$ cat config.mk
export PLATFORM = sky130hd
export DESIGN_NAME = hazard_ctrl
export DESIGN_NICKNAME = d
export VERILOG_FILES = /design/src/rtl/hazard_pkg.sv /design/src/rtl/hazard_match.sv /design/src/rtl/hazard_ctrl.sv
export SDC_FILE = /design/constraint.sdc
export NUM_CORES = 1
export LEC_CHECK = 0
export CAP_MARGIN = 20
export CORE_ASPECT_RATIO = 1.2
export CORE_MARGIN = 2
export CORE_UTILIZATION = 40
export CTS_CLUSTER_SIZE = 40
export DETAILED_ROUTE_END_ITERATION = 7
export HOLD_SLACK_MARGIN = 0.1
export PLACE_DENSITY = 0.63
export SLEW_MARGIN = 20
export SYNTH_ARGS = -nofsm -noshare
export SYNTH_HDL_FRONTEND = slang
export SYNTH_HIERARCHICAL = 1
export SYNTH_SLANG_ARGS = --single-unit
$ cat constraint.sdc
create_clock -name clock -period 6.67 [get_ports clock]
set_input_delay 2.001 -clock clock [delete_from_list [all_inputs] [get_ports clock]]
set_output_delay 2.001 -clock clock [all_outputs]
set_load 0.005 [all_outputs]
$ cat src/rtl/hazard_pkg.sv
// Shared types and helpers for the pipeline hazard controller: the tracked
// stage entry, the register-file forwarding select and a ceiling-log2 helper.
package hazard_pkg;

    // Stage entries store rd at this fixed width; REG_AW must not exceed it.
    localparam int MAX_AW = 8;
    localparam int FWD_RF = 0;

    typedef struct packed {
        logic              valid;
        logic [MAX_AW-1:0] rd;
        logic              we;
        logic              is_load;
    } stage_entry_t;

    function automatic int clog2(input int value);
        int res;
        res = 0;
        for (int i = 0; i < 31; i++) begin
            if ((32'sd1 <<< i) < value) begin
                res = i + 1;
            end else begin
                res = res;
            end
        end
        return res;
    endfunction

endpackage

$ cat src/rtl/hazard_match.sv
// Priority search over the forwardable stage entries for one source operand:
// reports the youngest matching producer and whether it is a load not yet ready.
module hazard_match import hazard_pkg::*; #(
    parameter int N          = 2,
    parameter int LOAD_READY = 3,
    parameter int SEL_W      = 2
) (
    input  stage_entry_t [N-1:0] stages,
    input  logic [MAX_AW-1:0]    src,
    input  logic                 uses,
    output logic                 found,
    output logic [SEL_W-1:0]     stage,
    output logic                 is_hazard
);

    logic hit_s;

    // Oldest to youngest so the youngest (index 0 = stage 1) match wins.
    always_comb begin
        found     = 1'b0;
        stage     = SEL_W'(FWD_RF);
        is_hazard = 1'b0;
        hit_s     = 1'b0;
        for (int k = N - 1; k >= 0; k--) begin
            hit_s     = uses && stages[k].valid && stages[k].we &&
                        (stages[k].rd == src) && (src != {MAX_AW{1'b0}});
            found     = found | hit_s;
            // Next cycle the producer sits one stage further, at k+2.
            stage     = hit_s ? SEL_W'(k + 2) : stage;
            is_hazard = hit_s ? (stages[k].is_load && ((k + 2) < LOAD_READY)) : is_hazard;
        end
    end

endmodule

$ cat src/rtl/hazard_ctrl.sv
// Pipeline hazard controller: tracks in-flight destinations, raises load-use
// stalls, handles branch flush and registers the EX operand forwarding selects.
module hazard_ctrl import hazard_pkg::*; #(
    parameter  int REG_AW     = 5,
    parameter  int DEPTH      = 3,
    parameter  int LOAD_READY = 3,
    parameter  int CNT_W      = 16,
    localparam int SEL_W      = clog2(DEPTH + 1)
) (
    input  logic              clock,
    input  logic              reset_n,
    input  logic              id_valid,
    input  logic [REG_AW-1:0] id_rs,
    input  logic [REG_AW-1:0] id_rt,
    input  logic              id_uses_rs,
    input  logic              id_uses_rt,
    input  logic [REG_AW-1:0] id_rd,
    input  logic              id_we,
    input  logic              id_is_load,
    input  logic              ex_branch_taken,
    output logic              stall,
    output logic              flush_ifid,
    output logic              bubble_idex,
    output logic [SEL_W-1:0]  fwd_sel_a,
    output logic [SEL_W-1:0]  fwd_sel_b,
    output logic [DEPTH-1:0]  stage_valid,
    output logic [CNT_W-1:0]  stall_count
);

    stage_entry_t [DEPTH-1:0] stage_r;
    stage_entry_t             id_entry_s;
    logic [MAX_AW-1:0]        rs_ext_s;
    logic [MAX_AW-1:0]        rt_ext_s;
    logic [SEL_W-1:0]         fwd_sel_a_r;
    logic [SEL_W-1:0]         fwd_sel_b_r;
    logic [SEL_W-1:0]         sel_a_nxt_s;
    logic [SEL_W-1:0]         sel_b_nxt_s;
    logic [CNT_W-1:0]         stall_count_r;
    logic                     found_a_s;
    logic                     found_b_s;
    logic [SEL_W-1:0]         stage_a_s;
    logic [SEL_W-1:0]         stage_b_s;
    logic                     hazard_a_s;
    logic                     hazard_b_s;
    logic                     accept_s;
    logic                     unused_retire_s;

    // Widen ID register addresses to the stored entry width.
    always_comb begin
        rs_ext_s = MAX_AW'(id_rs);
        rt_ext_s = MAX_AW'(id_rt);
    end

    // The oldest stage is excluded: the register file is write-first for it.
    hazard_match #(
        .N          (DEPTH - 1),
        .LOAD_READY (LOAD_READY),
        .SEL_W      (SEL_W)
    ) u_match_a (
        .stages    (stage_r[DEPTH-2:0]),
        .src       (rs_ext_s),
        .uses      (id_uses_rs),
        .found     (found_a_s),
        .stage     (stage_a_s),
        .is_hazard (hazard_a_s)
    );

    hazard_match #(
        .N          (DEPTH - 1),
        .LOAD_READY (LOAD_READY),
        .SEL_W      (SEL_W)
    ) u_match_b (
        .stages    (stage_r[DEPTH-2:0]),
        .src       (rt_ext_s),
        .uses      (id_uses_rt),
        .found     (found_b_s),
        .stage     (stage_b_s),
        .is_hazard (hazard_b_s)
    );

    // Stall/flush/bubble decisions; a taken branch discards ID rather than holding it.
    always_comb begin
        stall       = id_valid & (hazard_a_s | hazard_b_s) & ~ex_branch_taken;
        flush_ifid  = ex_branch_taken;
        bubble_idex = stall | ex_branch_taken;
        accept_s    = id_valid & ~bubble_idex;
    end

    // Entry that enters stage 1 and the operand selects that travel with it.
    always_comb begin
        id_entry_s.valid   = accept_s;
        id_entry_s.rd      = MAX_AW'(id_rd);
        id_entry_s.we      = id_we;
        id_entry_s.is_load = id_is_load;
        sel_a_nxt_s        = (accept_s && found_a_s) ? stage_a_s : SEL_W'(FWD_RF);
        sel_b_nxt_s        = (accept_s && found_b_s) ? stage_b_s : SEL_W'(FWD_RF);
    end

    // Stage shift register; the oldest entry retires.
    always_ff @(posedge clock) begin
        if (!reset_n) begin
            stage_r <= '0;
        end else begin
            for (int k = DEPTH - 1; k > 0; k--) begin
                stage_r[k] <= stage_r[k-1];
            end
            stage_r[0] <= id_entry_s;
        end
    end

    // Forwarding selects, aligned with the ID/EX register.
    always_ff @(posedge clock) begin
        if (!reset_n) begin
            fwd_sel_a_r <= SEL_W'(FWD_RF);
            fwd_sel_b_r <= SEL_W'(FWD_RF);
        end else begin
            fwd_sel_a_r <= sel_a_nxt_s;
            fwd_sel_b_r <= sel_b_nxt_s;
        end
    end

    // Saturating stall-cycle counter.
    always_ff @(posedge clock) begin
        if (!reset_n) begin
            stall_count_r <= {CNT_W{1'b0}};
        end else if (stall && (stall_count_r != {CNT_W{1'b1}})) begin
            stall_count_r <= stall_count_r + CNT_W'(1);
        end else begin
            stall_count_r <= stall_count_r;
        end
    end

    // Expose per-stage valid bits and registered state.
    always_comb begin
        for (int k = 0; k < DEPTH; k++) begin
            stage_valid[k] = stage_r[k].valid;
        end
        fwd_sel_a   = fwd_sel_a_r;
        fwd_sel_b   = fwd_sel_b_r;
        stall_count = stall_count_r;
    end

    // Fields of the retiring entry are never consulted.
    assign unused_retire_s = ^{stage_r[DEPTH-1].rd, stage_r[DEPTH-1].we, stage_r[DEPTH-1].is_load};

endmodule

==> results.cfg, run 1 <==
[clock_tree]
postCtsSetupRepairBufs = 0
cts_repair_resize_count = 0
worstSkewPairLatency_ns = 0.28
cts-root-to-sink-buffers = 2
tritoncts = built
cts.htree.levels = 2
numCtsBuffers = 5
clock-sinks = 36
clkTransAtPathRegs_ns = 0.07
cts_root_buf = clkbuf_8
cts.hold.buffers_added = 0

[critical_path]
crit_path_start_kind = input pin
cpPeakStageDelay_ns = 0.50
crit_path_end_kind = output pin
worstPathRequired_ns = 4.67
timing.critical_path.buf_inv = 3
worstPathCellList = clkdlybuf4s50_1 > xor2_1 > nor4_1 > nand3_1 > nor3_1 > o21ai_0 > or2_0 > inv_1 > clkdlybuf4s50_1
path_class = input pin to output pin
largest_fanout_of_any_net_on_the_critical_path = 3
crit_family = buffers and inverters
timing.critical_path.slowest_stage_cell = clkdlybuf4s50_1
path_common_cell = clkdlybuf4s50_1
critical_path_arrival_ns = 4.29

[sta]
setup_viol = 0
worst-slew-pin-transition_ns = 0.7517
post-route-min-period_ns = 6.294
final-max-slew-violation-count = 0
max_freq_mhz = 158.9
worst_slew_margin_rel_pct = 49.73
setup_total_neg_slack_ns = 0
finalCritPeriodShare_pct = 94.36
rsz_0062_raised_after_global_routing = false
post-route-worst-setup-slack_ns = 0.3760
clock_skew_ns = 0.004098
finalHoldViolations = 0

[die]
die_h_um = 79.59
floorplan.core_area_um2 = 4594
placement_rows = 27
die_area_um2 = 5331
initial_utilization_pct = 41.45
io-pin-count = 49
die_x_um = 66.99

[place]
place.gp.congestion = 0.7755
preCtsSetupSlack_ns = 0.3923
port_buffers = 48
detailed_place_hpwl_um = 3241

[finish]
fraction_of_final_layout_cells_sized_beyond_drive_strength_1_pct = 6.228
flow.area_growth_from_synthesis_pct = 38.90
finalCoreUtilization_pct = 57.57
n_antenna_cell = 0
finalNetCount = 312

[power]
leakage_power_nw = 1.101
peakVddDrop_v = 0.0001287
power-per-cell-area_nw_per_um2 = 180.3

[global_route]
groute.layer.met1.usage_pct = 19.72
grt.total_usage_pct = 17.03
met2_capacity_usage_during_global_routing_pct = 29.80
gr-usage-met3_pct = 4.513
grt_antenna_before_repair = 0
maximum_number_of_pins_on_one_net_before_global_route_repair = 27
grt_pass1_vias = 1520
grt_overflow_total = 0
grt_busiest_layer = met2
grt_pass1_wl_um = 6872

[detailed_routing]
drt.antenna.violating_nets = 0
drc = 0
dr.first_iter.drc_count = 48
dr_total_vias = 1697
postRouteWirelength_um = 4270
detail_route.vias_per_cell = 4.890
drt-wirelength-per-cell_um = 12.31
drt_pass1_iterations = 4

[job]
max_cap_viols = 0

[worst_hold_path]
hold_class = flip-flop to flip-flop

[logic_synthesis]
syn-instance-count = 213
synth_warnings = 6
syn-cell-area_um2 = 1904
synth_area_per_cell_um2 = 8.940

[outcome]
run_status = finished, final reports clean
## cell usage in the layout (no fill, tap or decap), types with 4 or more instances in the layout
master / n
and2_1: 16
xor2_1: 28
nor3_1: 6
o31ai_1: 7
and3_1: 12
xnor2_1: 4
clkbuf_8: 7
nand2b_1: 5
dfxtp_1: 36
nor4_1: 7
conb_1: 30
o21ai_0: 5
or4_1: 9
clkdlybuf4s50_1: 48
inv_1: 5
nand2_1: 13
mux2i_1: 4
a21oi_1: 13
nand3_1: 7
## layout make-up
class / instances / area, um2
fill: 459 / 1949
multi-input combinational: 189 / 1204
sequential: 36 / 720.7
timing repair buffer: 51 / 503.0
clock buffer: 7 / 96.34
tap: 58 / 72.57
clock inverter: 1 / 30.03
inverter: 5 / 18.77
## report_power, final
group / internal [W] / leakage (nW) / total (W) / switching (W)
clock: 0.000132 / 0.0645 / 0.000208 / 0.0000759
combinational: 0.0000260 / 0.744 / 0.0000468 / 0.0000207
sequential: 0.000219 / 0.293 / 0.000222 / 0.00000338
## worst paths after layout
kind	cells past startpoint	endpoint	slack, ns	startpoint
worst min register to register	1	stage_r[12]$_SDFF_PN0_	0.48	stage_r[1]$_SDFF_PN0_
worst min-delay path	1	stage_r[12]$_SDFF_PN0_	0.48	stage_r[1]$_SDFF_PN0_
worst max register to register	9	stall_count[10]$_SDFFE_PN0P_	3.95	stage_r[6]$_SDFF_PN0_
worst max-delay path	9	stall	0.38	id_rt[4]
## stage by stage
stage               area, um2  total power [W]  std cells  hold slack [ns]
finish                   2645        0.0004770        347           0.4757
global placement         2519        0.0002739        339           0.4566
global route             2645        0.0004971        347           0.5181
detailed placement       2519        0.0002739        339           0.4619
floorplan                2013        0.0002522        242           0.4414
CTS                      2645        0.0004837        347           0.4792
## state kept, by name, summed over array words and instances, names as in the netlist
signal / cells
stall_count: 16
fwd_sel_a: 2
stage_r: 13
fwd_sel_b: 2
stage_valid: 3
## routing by layer
layer  wire length (um)  share of wire (%)
met5                  0                  0
met1               1807                 42
met2               2198                 51
met3                208                4.9
met4                 55                1.3
Note: power is estimated with default switching activity, not from simulation.
==> run 2, diff against run 1 <==
CTS_CLUSTER_SIZE = unset   (was 40)
PLACE_DENSITY = unset   (was 0.63)
PLACE_DENSITY_LB_ADDON = 0.15   (was unset)
==> results.cfg, run 2 (same netlist as run 1, synthesis figures left out) <==
[global_route]
grt.total_usage_pct = 17.35
grt_pass1_wl_um = 7010
maximum_number_of_pins_on_one_net_before_global_route_repair = 27
grt_antenna_before_repair = 0
grt_pass1_vias = 1584
grt_overflow_total = 0

[clock_tree]
cts_repair_resize_count = 0
numCtsBuffers = 5
clkTransAtPathRegs_ns = 0.07
cts_root_buf = clkbuf_8
worstSkewPairLatency_ns = 0.28
cts.hold.buffers_added = 0
postCtsSetupRepairBufs = 0
cts-root-to-sink-buffers = 2
cts.htree.levels = 2
tritoncts = built
clock-sinks = 36

[outcome]
run_status = finished, final reports clean

[die]
die_area_um2 = 5331
placement_rows = 27
die_x_um = 66.99
initial_utilization_pct = 41.45
die_h_um = 79.59
io-pin-count = 49
floorplan.core_area_um2 = 4594

[sta]
setup_total_neg_slack_ns = 0
rsz_0062_raised_after_global_routing = false
clock_skew_ns = 0.003728
finalCritPeriodShare_pct = 94.01
post-route-min-period_ns = 6.270
worst_slew_margin_rel_pct = 48.03
post-route-worst-setup-slack_ns = 0.3996
setup_viol = 0
finalHoldViolations = 0
final-max-slew-violation-count = 0
worst-slew-pin-transition_ns = 0.7771
max_freq_mhz = 159.5

[place]
numPlacedInstances = 339
detailed_place_hpwl_um = 3239
port_buffers = 48
dpl-instance-area_um2 = 2519
place.gp.congestion = 0.8005
preCtsSetupSlack_ns = 0.4181

[critical_path]
crit_path_end_kind = output pin
crit_path_start_kind = input pin
path_class = input pin to output pin
largest_fanout_of_any_net_on_the_critical_path = 3
worstPathRequired_ns = 4.67
critical_path_arrival_ns = 4.27

[power]
leakage_power_nw = 1.087
power.share.switching_pct = 22.16
seq_power_share_pct = 51.4
part_of_the_total_power_dissipated_in_the_clock_network_pct = 37.9
peakVddDrop_v = 0.00008937
power_frac_comb_pct = 10.7
power-per-cell-area_nw_per_um2 = 165.6
total_switching_power_w = 0.00009600
p_int_w = 0.0003371

[job]
max_cap_viols = 0

[finish]
n_antenna_cell = 0
layout.cells.non_filler = 346
max_reg_flops = 16
mostFrequentLayoutCell = clkdlybuf4s50_1
most-common-layout-cells = clkdlybuf4s50_1 (48), dfxtp_1 (36), conb_1 (30), xor2_1 (28), and2_1 (16)
fraction_of_final_layout_cells_sized_beyond_drive_strength_1_pct = 5.903
finalNetCount = 312
flow.area_growth_from_synthesis_pct = 37.32
stdcell_area_um2 = 2615
finalCoreUtilization_pct = 56.92

[detailed_routing]
drt.antenna.violating_nets = 0
drt-wirelength-per-cell_um = 12.26
postRouteWirelength_um = 4242
drc = 0
drt_pass1_iterations = 4
dr_total_vias = 1692
detail_route.vias_per_cell = 4.890
dr.first_iter.drc_count = 27

[worst_hold_path]
hold_class = flip-flop to flip-flop
-- run 2: cell types whose count changed in the layout (fill, tap and decap cells not counted), sizes merged --
cell,change
bufinv,-1
-- run 2: final timing paths --
| check | startpoint | endpoint | slack [ns] | depth (start not counted) |
|---|---|---|---|---|
| max | id_rt[4] | stall | 0.40 | 9 |
| min | stage_r[1]$_SDFF_PN0_ | stage_r[12]$_SDFF_PN0_ | 0.47 | 1 |
| max reg2reg | stage_r[4]$_SDFF_PN0_ | stall_count[10]$_SDFFE_PN0P_ | 3.98 | 9 |
| min reg2reg | stage_r[1]$_SDFF_PN0_ | stage_r[12]$_SDFF_PN0_ | 0.47 | 1 |
-- run 2: layout make-up --
class,instances,area (um2)
Clock buffer,7,96.34
Fill cell,462,1979
Inverter,5,18.77
Multi-Input combinational cell,189,1204
Sequential cell,36,720.7
Tap cell,58,72.57
Timing Repair Buffer,51,503.0
-- run 2: layer usage --
| metal | GRT usage (%) | routed length (um) | up-vias | part of all wire (%) |
|---|---|---|---|---|
| li1 | - | - | 877 | - |
| met1 | 19.61 | 1744 | 772 | 41 |
| met2 | 31.00 | 2229 | 36 | 53 |
| met3 | 3.808 | 209 | 7 | 4.9 |
| met4 | 6.939 | 59 | 0 | 1.4 |
| met5 | 0 | 0 | - | 0 |
-- run 2: power by group through the flow --
| stage | combinational (W) | sequential, W | clock (W) |
|---|---|---|---|
| 6_report | 0.0000465 | 0.000223 | 0.000164 |
| 5_1_grt | 0.0000517 | 0.000223 | 0.000181 |
| 4_1_cts | 0.0000465 | 0.000223 | 0.000171 |
| 3_5_place_dp | 0.0000463 | 0.000228 | 0 |
| 3_3_place_gp | 0.0000462 | 0.000228 | 0 |
| 2_1_floorplan | 0.0000254 | 0.000227 | 0 |
-- run 2: stage by stage --
step	hold slack, ns	power (W)
after global placement	0.4599	0.0002739
after CTS	0.4769	0.0004402
final	0.4736	0.0004331
after global routing	0.5117	0.0004554
after detailed placement	0.4654	0.0002740
after floorplan	0.4414	0.0002522
-- run 2: worst max-delay path: stages --
cell	delay [ns]
clkdlybuf4s50_1	0.47
xor2_1	0.19
nor4_1	0.28
nand3_1	0.17
nor3_1	0.17
o21ai_0	0.14
or2_0	0.25
inv_1	0.09
clkdlybuf4s50_1	0.51
